===== config.mk =====
export PLATFORM = sky130hd
export DESIGN_NAME = alu_writeback
export DESIGN_NICKNAME = d
export VERILOG_FILES = /design/src/rtl/alu_writeback.sv
export SDC_FILE = /design/constraint.sdc
export NUM_CORES = 1
export LEC_CHECK = 0
export BUFFER_PORTS_ARGS = -buffer_cell sky130_fd_sc_hd__buf_2
export CORE_MARGIN = 5
export CORE_UTILIZATION = 60
export CTS_BUF_LIST = sky130_fd_sc_hd__clkbuf_16
export DETAILED_ROUTE_END_ITERATION = 10
export HOLD_SLACK_MARGIN = 0.08
export PLACE_DENSITY = 0.81
export SLEW_MARGIN = 20
export SYNTH_ARGS = -nofsm -noshare
export SYNTH_HDL_FRONTEND = slang
export SYNTH_SLANG_ARGS = --single-unit

===== constraint.sdc =====
create_clock -name clk -period 6 [get_ports clk]
set_input_delay 0.6 -clock clk [delete_from_list [all_inputs] [get_ports clk]]
set_output_delay 0.6 -clock clk [all_outputs]
set_load 0.02 [all_outputs]

===== src/rtl/alu_writeback.sv =====
// ALU writeback stage: one-entry pending result P, 8x16 register file, carry/zero flags,
// forwarding read ports. Latency: forwardable after accept edge, committed one edge later.
// Backpressure: alu_ready drops only while P is blocked by a load to another register. Option: REG0_ZERO_EN.
module alu_writeback #(
   parameter int NREGS = 8,
   parameter int W     = 16,
   localparam int AW   = $clog2(NREGS)
) (
   input  logic          clk,
   input  logic          rst_n,
   input  logic          alu_valid,
   output logic          alu_ready,
   input  logic [W-1:0]  alu_out,
   input  logic          alu_c_out,
   input  logic [AW-1:0] alu_dest,
   input  logic          alu_flags_we,
   input  logic          ld_valid,
   input  logic [AW-1:0] ld_dest,
   input  logic [W-1:0]  ld_data,
   input  logic [AW-1:0] ra_addr,
   input  logic [AW-1:0] rb_addr,
   output logic [W-1:0]  ra_data,
   output logic [W-1:0]  rb_data,
   output logic          carry_flag,
   output logic          zero_flag,
   output logic          pend_valid
);

   logic          p_vld_q, p_vld_d;
   logic [W-1:0]  p_dat_q, p_dat_d;
   logic [AW-1:0] p_dst_q, p_dst_d;
   logic          p_c_q,   p_c_d;
   logic          p_fwe_q, p_fwe_d;
   logic          carry_q, carry_d;
   logic          zero_q,  zero_d;
   logic [W-1:0]  rf_q [NREGS];

   logic          p_retire;
   logic          accept;
   logic          wr_en;
   logic [AW-1:0] wr_addr;
   logic [W-1:0]  wr_dat;
   logic          fwd_a, fwd_b;

   // A load to P's own register is younger, so P retires with its write squashed.
   always_comb begin
      alu_ready = !p_vld_q || !ld_valid || (ld_dest == p_dst_q);
      p_retire  = p_vld_q && (!ld_valid || (ld_dest == p_dst_q));
      accept    = alu_valid && alu_ready;
   end

   always_comb begin
      p_vld_d = p_vld_q;
      p_dat_d = p_dat_q;
      p_dst_d = p_dst_q;
      p_c_d   = p_c_q;
      p_fwe_d = p_fwe_q;
      if (accept) begin
         p_vld_d = 1'b1;
         p_dat_d = alu_out;
         p_dst_d = alu_dest;
         p_c_d   = alu_c_out;
         p_fwe_d = alu_flags_we;
      end else if (p_retire) begin
         p_vld_d = 1'b0;
      end
   end

   always_comb begin
      wr_en   = 1'b0;
      wr_addr = '0;
      wr_dat  = '0;
      if (ld_valid) begin
         wr_en   = 1'b1;
         wr_addr = ld_dest;
         wr_dat  = ld_data;
      end else if (p_vld_q) begin
         wr_en   = 1'b1;
         wr_addr = p_dst_q;
         wr_dat  = p_dat_q;
      end
`ifdef REG0_ZERO_EN
      if (wr_addr == '0) begin
         wr_en = 1'b0;
      end
`endif
   end

   always_comb begin
      carry_d = carry_q;
      zero_d  = zero_q;
      if (p_retire && p_fwe_q) begin
         carry_d = p_c_q;
         zero_d  = (p_dat_q == '0);
      end
   end

   always_comb begin
`ifdef REG0_ZERO_EN
      fwd_a   = p_vld_q && (p_dst_q == ra_addr) && (p_dst_q != '0);
      fwd_b   = p_vld_q && (p_dst_q == rb_addr) && (p_dst_q != '0);
      ra_data = fwd_a ? p_dat_q : rf_q[ra_addr];
      rb_data = fwd_b ? p_dat_q : rf_q[rb_addr];
      if (ra_addr == '0) begin
         ra_data = '0;
      end
      if (rb_addr == '0) begin
         rb_data = '0;
      end
`else
      fwd_a   = p_vld_q && (p_dst_q == ra_addr);
      fwd_b   = p_vld_q && (p_dst_q == rb_addr);
      ra_data = fwd_a ? p_dat_q : rf_q[ra_addr];
      rb_data = fwd_b ? p_dat_q : rf_q[rb_addr];
`endif
   end

   always_ff @(posedge clk or negedge rst_n) begin
      if (!rst_n) begin
         p_vld_q <= 1'b0;
         p_dat_q <= '0;
         p_dst_q <= '0;
         p_c_q   <= 1'b0;
         p_fwe_q <= 1'b0;
         carry_q <= 1'b0;
         zero_q  <= 1'b0;
         for (int i = 0; i < NREGS; i++) begin
            rf_q[i] <= '0;
         end
      end else begin
         p_vld_q <= p_vld_d;
         p_dat_q <= p_dat_d;
         p_dst_q <= p_dst_d;
         p_c_q   <= p_c_d;
         p_fwe_q <= p_fwe_d;
         carry_q <= carry_d;
         zero_q  <= zero_d;
         if (wr_en) begin
            rf_q[wr_addr] <= wr_dat;
         end
      end
   end

   assign carry_flag = carry_q;
   assign zero_flag  = zero_q;
   assign pend_valid = p_vld_q;

endmodule

==> results.py <==
metrics = {
    "status": {
        "status": "completed",
    },
    "yosys": {
        "synth_area_per_cell_um2": 14.5,
        "synth-main-ff-cell": "dfrtp_1",
        "synth_nets": 662,
        "synth_edf_count": 0,
        "netlist_area_um2": 8880,
        "ys_seq_area_share_pct": 42.8,
        "synth_top_area_cell": "dfrtp_1",
        "synth.top_cell.area_share_pct": 42.8,
        "ys_ff_latch": 152,
        "synthTopCellsByArea": "dfrtp_1 43%, mux2_2 24%, mux4_2 16%",
        "synth_cells": 612,
        "yosysWarnings": 0,
        "async_reset_ff_share_pct": 100,
        "synth_cell_types": 41,
    },
    "clock_network": {
        "clk_latency_ns": 0.43,
        "ctsHoldBuffers": 0,
        "cts_inserted_buffers": 17,
        "cts_setup_buffers": 0,
        "clockRootBuffer": "clkbuf_16",
        "cts_resized": 0,
        "cts_tree": "yes",
        "clk_path_buf_depth": 2,
        "htree_levels": 4,
        "cts_sinks": 152,
        "clk_pin_slew_ns": 0.06,
    },
    "detailed_routing": {
        "first_pass_iters": 5,
        "viasPerCell": 6.86,
        "ant_nets": 0,
        "vias": 5993,
        "finalWirelength_mm": 22.6,
        "post-route-drc-count": 0,
        "wl_per_cell_um": 25.9,
        "drtIter0Drc": 568,
    },
    "critical_path": {
        "r2r_slack_ns": 3.43,
        "critPathMaxFanout": 33,
        "worst-setup-path-type": "in2out",
        "crit_end": "alu_ready",
        "crit_arrival_ns": 2.79,
        "cp_data_required_time_ns": 5.40,
        "reg2regPathDepth": 3,
        "reg2reg_from": "pend_valid",
        "startpoint_type": "input pin",
        "critPathLaunch": "ld_valid",
        "end_kind": "primary output",
        "rr_endpoint": "rf_q[27]",
    },
    "floorplanning": {
        "die_area_um2": 17300,
        "die_x_um": 132,
        "io_pins": 86,
        "num_rows": 44,
        "start_util_pct": 61.1,
        "core_area_um2": 14500,
        "die_h_um": 132,
    },
    "finish": {
        "diodes": 0,
        "nets": 728,
        "final_util_pct": 68.1,
        "drive_gt1_share_pct": 57.6,
        "syn2layout_area_growth_pct": 11.4,
    },
    "global_routing": {
        "grt_pass1_wl_mm": 36.4,
        "gr-total-overflow": 0,
        "grt_pass1_vias": 6444,
        "grt_max_degree": 84,
        "antenna_found_initial": 0,
        "grt_util_all_layers_pct": 27.0,
    },
    "timing": {
        "drv_slew": 0,
        "fmax_mhz": 295,
        "period_minus_slack_ns": 3.39,
        "rsz0062_at_grt": "no",
        "setup_violations": 0,
        "hold_viol": 0,
        "post-route-period-util_pct": 56.5,
        "fin_tns_setup_ns": 0,
        "relSlewSlack_pct": 39.1,
        "worstMarginPinSlew_ns": 0.913,
        "skew_ns": 0.00464,
    },
    "placement": {
        "gp_congestion": 0.863,
        "io_buffer_count": 85,
        "hpwlAfterDp_mm": 14.2,
    },
    "pwr": {
        "p_leak_nw": 4.19,
        "powerDensity_nw_per_um2": 452,
        "vdd_drop_max_v": 0.000279,
    },
    "job": {
        "maxCapViolCount": 0,
    },
    "worst_hold_path": {
        "hold_class": "in2async",
    },
}
-- layer usage --
metal	GRT usage (%)	vias to the layer above	share of wire [%]
li1	-	2543	-
met1	35.4	3151	40
met2	42.5	228	50
met3	6.38	71	5.8
met4	13.0	0	3.8
met5	0	-	0
-- cell type report --
cell class,count,area [um^2]
clock buffer,17,425
clock inverter,13,115
fill,990,4640
inverter,3,11.3
multi-input combinational,403,4740
sequential,152,3800
tap,184,230
timing repair buffer,101,571
-- per-stage QoR --
step	total power [mW]	worst slack (ns)	std cells	hold WS, ns	cell area (um^2)
final	4.47	2.61	873	0.168	9890
after global routing	4.70	2.44	873	0.226	9890
after CTS	4.47	2.63	871	0.202	9860
after detailed placement	3.45	2.65	841	0.493	9320
after global placement	3.34	2.73	841	0.489	9320
after floorplan	2.98	3.25	612	0.304	8880
-- worst min-delay path by stage --
stage	start	to	slack, ns	cells after the start
after floorplan	rst_n	carry_flag	0.30	0
after CTS	rst_n	rf_q[58]	0.20	1
after global placement	carry_flag	carry_flag	0.49	1
final	rst_n	rf_q[58]	0.17	1
after detailed placement	carry_flag	carry_flag	0.49	1
after global routing	rst_n	rf_q[58]	0.23	1
-- placed cells by master, fill, tap and decap left out, types with 4 or more instances in the layout --
cell type and n:
o211ai_1 21, mux4_2 64, clkinv_2 5, a22o_1 14, a22oi_2 5, nand2_1 23, nand2b_1 20, buf_2 84
inv_1 4, xnor2_1 6, dfrtp_1 152, buf_4 13, clkbuf_16 17, mux2_2 193, o311ai_0 19, nor4_1 4
-- flip-flops by register name, indices dropped and copies added (netlist names) --
name and cells:
p_fwe_q 1, p_c_q 1, pend_valid 1, carry_flag 1
rf_q 128, p_dst_q 3, zero_flag 1, p_dat_q 16
-- cell usage after synthesis (all sizes together), types with 3 or more instances --
library cell and number:
clkbuf 28, o311ai 19, dfrtp 152, xor2 3, xnor2 6, buf 26, nand4 3, mux2 193
nand2b 21, nand3b 4, o211ai 21, inv 3, a22o 16, nand2 23, a22oi 6, mux4 64
nor4 4
-- logic make-up after synthesis --
| logic type | Yosys count | share of synthesized area, % |
|---|---|---|
| AOI/OAI and AO/OA | 70 | 7.33 |
| xor gates and xnor gates | 9 | 0.888 |
| DFF | 152 | 42.8 |
| and+or+nand+nor | 66 | 4.30 |
| muxes | 258 | 40.8 |
| buffers and inverters | 57 | 3.85 |
-- worst max-delay path, stage by stage --
cell and delay (ns):
buf_2 0.51, and2_1 0.61, o31a_1 0.78, inv_1 0.08
buf_2 0.19
-- power breakdown --
group          switching [mW]  internal [mW]  leakage [nW]
registers               0.375           1.46          1.89
clock network           0.415          0.596         0.268
logic                   0.681          0.951          2.04
total                    1.47           3.00          4.19
Power figures use the tool's default switching activity.
